<file path="config.mk">
export PLATFORM = sky130hd
export DESIGN_NAME = beu_clmul
export DESIGN_NICKNAME = d
export VERILOG_FILES = /design/src/rtl/beu_clmul.sv
export SDC_FILE = /design/constraint.sdc
export NUM_CORES = 1
export LEC_CHECK = 0
export CORE_MARGIN = 3
export CORE_UTILIZATION = 40
export CTS_CLUSTER_SIZE = 40
export DETAILED_ROUTE_END_ITERATION = 7
export GPL_TIMING_DRIVEN = 0
export SYNTH_ARGS = -nofsm -noshare
export SYNTH_HDL_FRONTEND = slang
export SYNTH_SLANG_ARGS = --single-unit
</file>
<file path="constraint.sdc">
create_clock -name s_clk_i -period 1.8 [get_ports s_clk_i]
set_clock_uncertainty 0.05 [all_clocks]
set_input_delay 0.18 -clock s_clk_i [delete_from_list [all_inputs] [get_ports s_clk_i]]
set_output_delay 0.18 -clock s_clk_i [all_outputs]
set_load 0.05 [all_outputs]
</file>
<file path="src/rtl/beu_clmul.sv">
// Iterative carry-less multiplier (Zbc clmul/clmulh/clmulr) for the BEU_CLMUL path.
// Consumes STEP multiplier bits per cycle; optional early exit once the multiplier runs out of ones.
module beu_clmul #(
  parameter int unsigned XLEN       = 32,
  parameter int unsigned STEP       = 4,
  parameter int unsigned EARLY_EXIT = 1
) (
  input  logic            s_clk_i,
  input  logic            s_resetn_i,
  input  logic            s_start_i,
  input  logic            s_kill_i,
  input  logic [1:0]      s_mode_i,
  input  logic [XLEN-1:0] s_op1_i,
  input  logic [XLEN-1:0] s_op2_i,
  output logic            s_busy_o,
  output logic            s_valid_o,
  output logic [XLEN-1:0] s_result_o
);

  localparam int unsigned N     = XLEN / STEP;
  localparam int unsigned CNT_W = (N > 1) ? $clog2(N) : 1;
  localparam int unsigned PW    = 2 * XLEN;

  typedef enum logic [1:0] {
    ST_IDLE = 2'd0,
    ST_BUSY = 2'd1,
    ST_DONE = 2'd2
  } state_t;

  state_t            r_state;
  logic [PW-1:0]     r_mcand;
  logic [PW-1:0]     r_acc;
  logic [XLEN-1:0]   r_mplier;
  logic [1:0]        r_mode;
  logic [CNT_W-1:0]  r_cnt;

  logic [PW-1:0]     w_acc_nxt;
  logic [PW-1:0]     w_mcand_nxt;
  logic [XLEN-1:0]   w_mplier_nxt;
  logic              w_last;
  logic [XLEN-1:0]   w_result;

  // One iteration: fold STEP partial products into the accumulator, then advance.
  always_comb begin
    w_acc_nxt = r_acc;
    for (int unsigned j = 0; j < STEP; j++) begin
      if (r_mplier[j]) begin
        w_acc_nxt = w_acc_nxt ^ (r_mcand << j);
      end
    end
    w_mcand_nxt  = r_mcand << STEP;
    w_mplier_nxt = r_mplier >> STEP;
    w_last       = (r_cnt == CNT_W'(N - 1)) ||
                   ((EARLY_EXIT != 0) && (w_mplier_nxt == '0));
  end

  // Result slice of the final product; reserved mode yields zero.
  always_comb begin
    w_result = '0;
    case (r_mode)
      2'b00:   w_result = w_acc_nxt[XLEN-1:0];
      2'b01:   w_result = w_acc_nxt[PW-1:XLEN];
      2'b10:   w_result = w_acc_nxt[PW-2:XLEN-1];
      default: w_result = '0;
    endcase
  end

  always_ff @(posedge s_clk_i or negedge s_resetn_i) begin
    if (!s_resetn_i) begin
      r_state    <= ST_IDLE;
      r_mcand    <= '0;
      r_acc      <= '0;
      r_mplier   <= '0;
      r_mode     <= '0;
      r_cnt      <= '0;
      s_busy_o   <= 1'b0;
      s_valid_o  <= 1'b0;
      s_result_o <= '0;
    end else if (s_kill_i) begin
      // Flush beats any concurrent start; result register is left stale.
      r_state   <= ST_IDLE;
      s_busy_o  <= 1'b0;
      s_valid_o <= 1'b0;
    end else begin
      case (r_state)
        ST_IDLE, ST_DONE: begin
          if (s_start_i) begin
            r_mcand   <= {{XLEN{1'b0}}, s_op1_i};
            r_mplier  <= s_op2_i;
            r_mode    <= s_mode_i;
            r_acc     <= '0;
            r_cnt     <= '0;
            r_state   <= ST_BUSY;
            s_busy_o  <= 1'b1;
            s_valid_o <= 1'b0;
          end
        end
        ST_BUSY: begin
          r_acc    <= w_acc_nxt;
          r_mcand  <= w_mcand_nxt;
          r_mplier <= w_mplier_nxt;
          r_cnt    <= r_cnt + CNT_W'(1);
          if (w_last) begin
            s_result_o <= w_result;
            s_busy_o   <= 1'b0;
            s_valid_o  <= 1'b1;
            r_state    <= ST_DONE;
          end
        end
        default: begin
          r_state   <= ST_IDLE;
          s_busy_o  <= 1'b0;
          s_valid_o <= 1'b0;
        end
      endcase
    end
  end

endmodule

</file>
==> results.yml, run 1 <==
routing:
  ant_nets: 0
  drc: 0
  via_per_inst: 5.67
  post_drt_wl_per_cell_um: 23.4
  drt-total-wl_um: 42800
  drt-pass1-iter-count: 5
  vias: 10400
  drt_iter0_markers: 984
final_layout:
  antennaDiodeCount: 0
  finalNetCount: 1497
  final_common_cell: "nand2_1"
  final_util_pct: 56.6
  layout_common_cells: "310 x nand2_1, 193 x dfrtp_1, 81 x a22o_1"
  drive_gt1_share_pct: 27.3
  syn_to_final_growth_pct: 37.9
  fill_cells: 2547
cts:
  cts_made_buffers: 17
  cts_buffer_depth: 2
  clk_latency_ns: 0.46
  clock-sinks: 200
  root_buffer: "clkbuf_16"
  clk_pin_slew_worst_paths_ns: 0.08
  cts_tree: "built"
  cts-htree-levels: 4
synthesis:
  yosysWarningCount: 0
  ys_seq_elements: 200
  yosysSeqAreaShare_pct: 40.7
  syn_area_per_cell_sq_um: 9.95
  yosys.area.top_type: "dfrtp_1"
  synthCells: 1237
  netlist.area_leader.share_pct: 40.7
  synth_edf_count: 0
  netlist_area_sq_um: 12300
  synth_nets: 1309
  ys_top_cells_by_area: "dfrtp_1 41%, nand2_1 11%, xnor3_1 11%"
  ys_dominant_reg_cell: "dfrtp_1"
  ys_types: 49
  async_flop_share_pct: 100
sta:
  min_period_ns: 2.05
  holdWs_ns: 0.217
  fin_crit_sh_pct: 114
  rsz0062_at_grt: "true"
  hold_violations: 0
  setup_viol: 99
  worst_pin_slew_ns: 0.682
  drv_slew: 0
  fmax_mhz: 487
  setup_ws_ns: -0.251
  maxSlewHeadroom_pct: 54.6
floorplan:
  io_pins: 104
  core_sq_um: 30000
  die_h_um: 181
  rows: 63
  initial_core_util_pct: 41.1
  die-area_sq_um: 32900
  dieWidth_um: 181
critical_path:
  crit_slowest_cell: "xnor3_1"
  r2r_start: "r_mplier[2]"
  worst-setup-path-type: "flip-flop to flip-flop"
  cp-start-kind: "flip-flop"
  path_cells: "buf_8 > buf_8 > nand2_1 > xnor3_1 > xnor2_2 > nor2_1 > o31a_1"
  crit_path_end_kind: "flip-flop"
  cp.required_ns: 2.09
  critPathMaxFanout: 10
  critical_path_arrival_ns: 2.34
  cp-startpoint: "r_mplier[2]"
  crit_top_cell: "buf_8"
  critPathMaxStageDelay_ns: 0.39
placed_design:
  portBuffers: 103
  gp_congestion: 0.913
  hpwl_um: 28500
global_route:
  grt_antenna_before_repair: 0
  grt_pass1_vias: 10200
  track_usage_pct: 24.9
  grt_first_pass_wirelength_um: 62600
  gr-total-overflow: 0
  grt_max_degree: 71
power_and_ir_drop:
  p_leak_nw: 8.12
  powerDensity_nw_per_um2: 1200
  max-vdd-ir-drop_v: 0.000809
status:
  violations: "setup timing"
  status: "finished, violations left"
run:
  max-cap-violations: 0
hold_path:
  min_path_type: "input pin to async pin"
-- repair_timing --
| action | in CTS | in global routing |
|---|---|---|
| setup endpoints to repair | 231 | 190 |
| gates resized for setup | 253 | 246 |
| cloned | 4 | 15 |
| setup buffers | 28 | 21 |
| pin swaps | 59 | 58 |
| endpoints found under the hold margin | 62 | 0 |
| hold buffers | 1 | 0 |
-- final timing paths --
check	endpoint	slack [ns]	depth (start not counted)
worst max register to register	s_result_o[26]	-0.25	7
worst min-delay path	r_acc[61]	0.22	2
max in group asynchronous	r_mcand[22]	0.74	3
worst min register to register	s_result_o[18]	0.44	2
min in group s_clk_i	r_mode[1]	0.26	3
worst max-delay path	s_result_o[26]	-0.25	7
-- routing by layer --
metal / part of all wire, % / track usage (%) / vias to the layer above
met2: 48 / 40.9 / 420
met1: 42 / 34.0 / 5248
met5: 0 / 0 / -
met4: 2.7 / 7.28 / 0
li1: - / - / 4608
met3: 7.3 / 4.39 / 84
-- area by class of cell --
cell class | instances | area (sq um) | share of cell area (%)
tap | 390 | 488 | 2.88
clock buffer | 17 | 425 | 2.51
inverter | 8 | 30.0 | 0.177
sequential | 200 | 5010 | 29.6
buffer | 85 | 1030 | 6.05
timing repair buffer | 174 | 1980 | 11.7
clock inverter | 15 | 150 | 0.885
multi-input combinational | 939 | 7850 | 46.3
-- synth_stat cells (4+ instances only) --
cell type / instances
nor2b_1: 7
a21oi_1: 7
nor4_2: 7
or3_1: 7
o21ai_0: 82
o211ai_2: 10
dfrtp_1: 200
o21ai_1: 8
nand2_1: 368
xnor2_2: 5
xnor2_1: 73
a22o_1: 81
nor2_1: 14
o31ai_1: 4
buf_4: 7
clkbuf_1: 33
nand2b_1: 11
inv_1: 8
o211ai_1: 7
a31oi_1: 7
mux2i_1: 63
xor2_1: 57
buf_6: 5
nand4b_1: 11
buf_2: 43
xnor3_1: 59
a22oi_1: 18
-- critical path, delay by kind of cell (launching register included) --
family / cells / cell delay (ns)
xor+xnor: 2 / 0.71
flops: 1 / 0.37
buf+inv: 2 / 0.36
compound gates: 1 / 0.27
simple gates: 2 / 0.19
-- flip-flops by register name, summed over array words and instances (netlist names) --
signal / count
r_acc: 64
r_cnt: 3
r_mplier: 32
r_mode: 2
s_result_o: 32
s_valid_o: 1
r_mcand: 64
r_state: 1
s_busy_o: 1
-- cells by family (layout without fill, tap and decap cells) --
family | Yosys count | count (layout) | synth area share [%]
AOI/OAI and AO/OA | 241 | 241 | 14.1
xor gates and xnor gates | 194 | 194 | 20.7
adders and majority gates | 2 | 2 | 0.203
buffers and inverters | 98 | 299 | 3.95
DFF | 200 | 200 | 40.7
muxes | 63 | 63 | 5.13
and+or+nand+nor | 439 | 439 | 15.3
-- where the power goes --
group          switching (mW)  total, mW  internal [mW]
registers                1.25       6.63           5.38
logic                    4.97       9.83           4.86
clock network            2.02       3.88           1.86
total                    8.24       20.3           12.1
-- through the flow --
stage               total power, mW  setup WS, ns  setup TNS, ns  instance area [sq um]  std cells
floorplan                      11.2       -0.0920          -1.06                  12300       1237
global placement               13.6         -9.28       -1809.18                  13900       1730
detailed placement             13.7        -0.787        -118.84                  13900       1732
CTS                            19.0        -0.227          -4.10                  15800       1795
global route                   21.2        -0.292         -14.75                  17000       1828
finish                         20.3        -0.251          -7.45                  17000       1828
Power figures use the tool's default switching activity.
==> inputs of run 2 (changes only) <==
--- a/config.mk
+++ b/config.mk
@@ -5,11 +5,11 @@
 export SDC_FILE = /design/constraint.sdc
 export NUM_CORES = 1
 export LEC_CHECK = 0
-export CORE_MARGIN = 3
 export CORE_UTILIZATION = 40
 export CTS_CLUSTER_SIZE = 40
 export DETAILED_ROUTE_END_ITERATION = 7
 export GPL_TIMING_DRIVEN = 0
+export SKIP_CTS_REPAIR_TIMING = 1
 export SYNTH_ARGS = -nofsm -noshare
 export SYNTH_HDL_FRONTEND = slang
 export SYNTH_SLANG_ARGS = --single-unit
==> run 2 against run 1 <==
Effect of this change:
- the flow still finishes with violations (setup timing)
- routed wire length fell by 3.1%
- sequential cell count unchanged
- sequential power hardly changed
- sequential share of layout area grew 0.93 points
- fmax down 1.6%
- register-to-register slack got worse by 0.03 ns
- count of clock-buffer cells in the layout unchanged
- critical endpoint is now s_result_o[23]
==> results.yml, run 2 (synthesized netlist as in run 1, its figures left out) <==
status:
  status: "finished, violations left"
  violations: "setup timing"
placed_design:
  portBuffers: 103
  placedCellCount: 1732
  place_ws_ns: -0.836
  gp_congestion: 0.899
  hpwl_um: 28600
cts:
  cts_buffer_depth: 2
  root_buffer: "clkbuf_16"
  clk_latency_ns: 0.46
  clock-sinks: 200
  clk_pin_slew_worst_paths_ns: 0.09
  cts_made_buffers: 17
  cts_tree: "built"
  cts-htree-levels: 4
critical_path:
  critPathMaxFanout: 6
  worst-setup-path-type: "flip-flop to flip-flop"
  worst-path-buf-inv: 0
  cp-start-kind: "flip-flop"
  crit_path_end_kind: "flip-flop"
  critical_path_arrival_ns: 2.40
  critPathTopFamily: "simple AND/OR/NAND/NOR gates"
  critPathMaxStageDelay_ns: 0.51
  r2r_cells: 5
  path_cells: "nor4_2 > nand4_2 > o21a_4 > or4b_4 > o211ai_1"
  crit_slowest_cell: "or4b_4"
  path_depth: 5
  cp.required_ns: 2.11
sta:
  setup_viol: 70
  min_period_ns: 2.09
  hold_violations: 0
  worst_pin_slew_ns: 0.677
  setup_ws_ns: -0.286
  fmax_mhz: 479
  drv_slew: 0
  rsz0062_at_grt: "true"
  holdWs_ns: 0.219
  maxSlewHeadroom_pct: 54.9
  fin_crit_sh_pct: 116
routing:
  drt-total-wl_um: 41500
  via_per_inst: 5.68
  drc: 0
  drt_iter0_markers: 886
  ant_nets: 0
  post_drt_wl_per_cell_um: 23.0
  drt-pass1-iter-count: 5
  vias: 10300
floorplan:
  die_h_um: 177
  die-area_sq_um: 31500
  io_pins: 104
  dieWidth_um: 177
  initial_core_util_pct: 41.1
  rows: 63
  core_sq_um: 30000
final_layout:
  layout_common_cells: "343 x nand2_1, 198 x dfrtp_1, 81 x a22o_1"
  fill_cells: 2577
  largestRegisters: "r_acc x64, r_mcand x64"
  drive_gt1_share_pct: 22.6
  final_common_cell: "nand2_1"
  syn_to_final_growth_pct: 33.5
  antennaDiodeCount: 0
  final_cells: 1808
  finalNetCount: 1477
global_route:
  grt_first_pass_wirelength_um: 60200
  track_usage_pct: 25.9
  grt_max_degree: 69
  gr-total-overflow: 0
  grt_pass1_vias: 9941
  grt_antenna_before_repair: 0
run:
  max-cap-violations: 0
power_and_ir_drop:
  p_leak_nw: 8.30
  power_mw: 20.2
  powerDensity_nw_per_um2: 1230
  max-vdd-ir-drop_v: 0.000729
hold_path:
  min_path_type: "input pin to async pin"
## run 2: worst reg2reg max path: cells and delay by family (launching register included)
kind / cells / cell delay [ns]
flops: 1 / 0.41
simple gates: 3 / 1.10
compound gates: 2 / 0.44
## run 2: worst paths after layout
path | end | slack [ns] | startpoint
worst min register to register | r_cnt[1] | 0.45 | r_cnt[1]
worst max-delay path | s_result_o[23] | -0.29 | r_mplier[19]
worst min-delay path | r_mcand[62] | 0.22 | s_resetn_i
min in group s_clk_i | r_mode[1] | 0.22 | s_mode_i[1]
worst max register to register | s_result_o[23] | -0.29 | r_mplier[19]
max in group asynchronous | r_mcand[28] | 0.39 | s_resetn_i
## run 2: metal layers
| metal | wire (um) | track usage (%) |
|---|---|---|
| met3 | 2640 | 3.92 |
| met1 | 17700 | 35.6 |
| met4 | 1040 | 7.73 |
| met2 | 20100 | 42.3 |
| met5 | 0 | 0 |
## run 2: report_power, final
group / internal (mW) / leakage [nW] / switching, mW
Clock: 2.00 / 0.296 / 2.04
Combinational: 4.69 / 5.34 / 4.87
Sequential: 5.37 / 2.66 / 1.23
## run 2: per-stage QoR
stage	util [%]	setup TNS, ns	instance area [sq um]
floorplan	-	-1.06	12300
global placement	46.3	-1815.29	13900
detailed placement	46.5	-118.10	13900
CTS	48.5	-76.79	14500
global route	54.8	-12.31	16400
finish	54.8	-8.93	16400
## run 2: cell type report
type                    instances  area, sq um  share of cell area [%]
inverters                       8         30.0                   0.183
multi-input cells             939         7670                    46.7
clock inverters                15          178                    1.08
well taps                     390          488                    2.97
plain buffers                  88          892                    5.43
clock buffers                  17          425                    2.59
repair buffers                151         1740                    10.6
flip-flops and latches        200         5010                    30.5
==> inputs of run 3 (changes only) <==
--- a/config.mk
+++ b/config.mk
@@ -5,10 +5,12 @@
 export SDC_FILE = /design/constraint.sdc
 export NUM_CORES = 1
 export LEC_CHECK = 0
-export CORE_UTILIZATION = 40
+export CORE_ASPECT_RATIO = 1.4
+export CORE_UTILIZATION = 50
 export CTS_CLUSTER_SIZE = 40
 export DETAILED_ROUTE_END_ITERATION = 7
 export GPL_TIMING_DRIVEN = 0
+export PLACE_DENSITY = 0.73
 export SKIP_CTS_REPAIR_TIMING = 1
 export SYNTH_ARGS = -nofsm -noshare
 export SYNTH_HDL_FRONTEND = slang
==> constraint.sdc (replaced) <==
create_clock -name s_clk_i -period 1.8 [get_ports s_clk_i]
set_clock_uncertainty 0.05 [all_clocks]
set_input_delay 0.18 -clock s_clk_i [delete_from_list [all_inputs] [get_ports s_clk_i]]
set_output_delay 0.18 -clock s_clk_i [all_outputs]
set_load 0.02 [all_outputs]
==> run 3 against run 2 <==
Effect of this change:
- count of clock-buffer cells in the layout did not move
- core utilization rose by 14 points
- largest cell class unchanged
- first-iteration DRC count rose by 0.68%
- cell count fell by 4.6%
- sequential cell count did not move
- combinational power fell by 0.4%
- the run still ends with setup timing left
- non-clock buffer count fell by 4
- worst hold slack improved by 0.068 ns
- worst setup slack improved by 0.0089 ns
- critical path type unchanged
- highest routed layer unchanged
- register-to-register slack barely moved
- sequential share of layout area fell by 0.057 points
- sequential power rose by 0.6%
==> results.yml, run 3 (synthesized netlist as in run 1, its figures left out) <==
routing:
  highest_layer: "met4"
  drc: 0
  ant_nets: 0
  drt_iter0_markers: 892
  routed-wl-met2_um: 20400
  vias: 10600
  wl_met3_um: 2600
  via_per_inst: 6.14
  wl_met1_um: 14700
  drt-pass1-iter-count: 7
  drt-total-wl_um: 40400
  post_drt_wl_per_cell_um: 23.5
sta:
  setup_viol: 192
  rsz0062_at_grt: "true"
  setup_ws_ns: -0.277
  holdWs_ns: 0.287
  drv_slew: 0
  maxSlewHeadroom_pct: 42.7
  worst_pin_slew_ns: 0.859
  hold_violations: 0
  fin_crit_sh_pct: 115
  min_period_ns: 2.08
  fmax_mhz: 482
hold_path:
  min_path_type: "input pin to flip-flop"
floorplan:
  initial_core_util_pct: 51.1
  dieWidth_um: 135
  rows: 67
  core_sq_um: 24100
  die_h_um: 188
  die-area_sq_um: 25200
  io_pins: 104
final_layout:
  largestRegisters: "r_acc x64, r_mcand x64"
  syn_to_final_growth_pct: 33.8
  drive_gt1_share_pct: 25.5
  final_area_sq_um: 16500
  antennaDiodeCount: 0
  final_util_pct: 68.4
  layout_common_cells: "301 x nand2_1, 197 x dfrtp_1, 102 x clkdlybuf4s50_1"
  final_cells: 1724
  final_common_cell: "nand2_1"
  fill_cells: 1699
  finalNetCount: 1473
critical_path:
  critPathMaxFanout: 6
  critical_path_arrival_ns: 2.38
  r2r_cells: 5
  rrSetupSlack_ns: -0.28
  setup.worst_path.end: "s_result_o[23]"
  r2r_end: "s_result_o[23]"
  r2r_start: "r_mplier[31]"
  cp.required_ns: 2.11
  cp-startpoint: "r_mplier[31]"
  cp-start-kind: "flip-flop"
  worst-setup-path-type: "flip-flop to flip-flop"
  crit_path_end_kind: "flip-flop"
cts:
  cts_buffer_depth: 2
  clk_pin_slew_worst_paths_ns: 0.08
  cts_tree: "built"
  cts-htree-levels: 4
  clock-sinks: 200
  cts_made_buffers: 17
  root_buffer: "clkbuf_16"
  clk_latency_ns: 0.45
power_and_ir_drop:
  max-vdd-ir-drop_v: 0.000866
  powerDensity_nw_per_um2: 1210
  p_leak_nw: 7.69
placed_design:
  place_area_sq_um: 13800
  gp_congestion: 0.929
  portBuffers: 103
  hpwl_um: 27200
  placedCellCount: 1651
global_route:
  grt_antenna_before_repair: 0
  gr-total-overflow: 0
  grt_max_degree: 112
  track_usage_pct: 30.7
  grt_pass1_vias: 10300
  grt_first_pass_wirelength_um: 57600
run:
  max-cap-violations: 0
status:
  violations: "setup timing"
  status: "finished, violations left"
run 3: cell count changes in the layout (fill, tap and decap cells not counted), moves of 25 or more:
cell             before  now
o21ai_2               2   27
o21ai_0              77    9
nand2_1             343  301
nand2_2              16   59
o21ai_1              11   54
dlymetal6s2s_1       34    0
clkdlybuf4s50_1      68  102
run 3: layout make-up:
cell class	instances	area (sq um)	share of cell area, %
multi-input cells	939	7810	47.4
clock inverters	15	134	0.813
inverters	8	30.0	0.182
repair buffers	147	1700	10.3
well taps	310	388	2.36
flip-flops and latches	200	5010	30.4
plain buffers	88	967	5.87
clock buffers	17	425	2.58
run 3: critical path: stages, from the launching register on:
cell and delay [ns]:
dfrtp_2 0.45, nor4_4 0.35, nand4_4 0.22, o21a_4 0.30, or4b_4 0.51, o211ai_1 0.11
run 3: per-stage QoR:
stage               setup slack, ns  total power, mW  TNS [ns]
floorplan                  0.000449             11.2         0
global placement              -8.82             13.4  -1722.01
detailed placement           -0.763             13.5   -112.76
CTS                          -0.596             17.3    -75.13
global route                 -0.322             20.6    -33.13
finish                       -0.277             19.9    -22.88
run 3: routing by layer:
layer	up-vias	GRT usage, %
met4	0	18.9
met2	526	52.0
met3	144	4.30
met1	5366	36.6
met5	-	0
li1	4549	-
run 3: worst min path at each step:
stage | startpoint | end | slack [ns] | cells past startpoint
after floorplan | s_resetn_i | r_acc[0] | -0.17 | 0
after global placement | r_mcand[63] | r_mcand[63] | 0.41 | 2
after detailed placement | s_resetn_i | r_mplier[21] | 0.26 | 1
after CTS | s_resetn_i | r_mplier[21] | -0.21 | 1
after global routing | s_op2_i[30] | r_mplier[30] | 0.30 | 2
final | s_op2_i[29] | r_mplier[29] | 0.29 | 2
run 3: where the power goes:
part | total, mW | internal (mW) | leakage [nW] | switching, mW
clock | 3.77 | 1.83 | 0.269 | 1.94
sequential | 6.64 | 5.37 | 2.66 | 1.26
combinational | 9.52 | 4.64 | 4.76 | 4.88
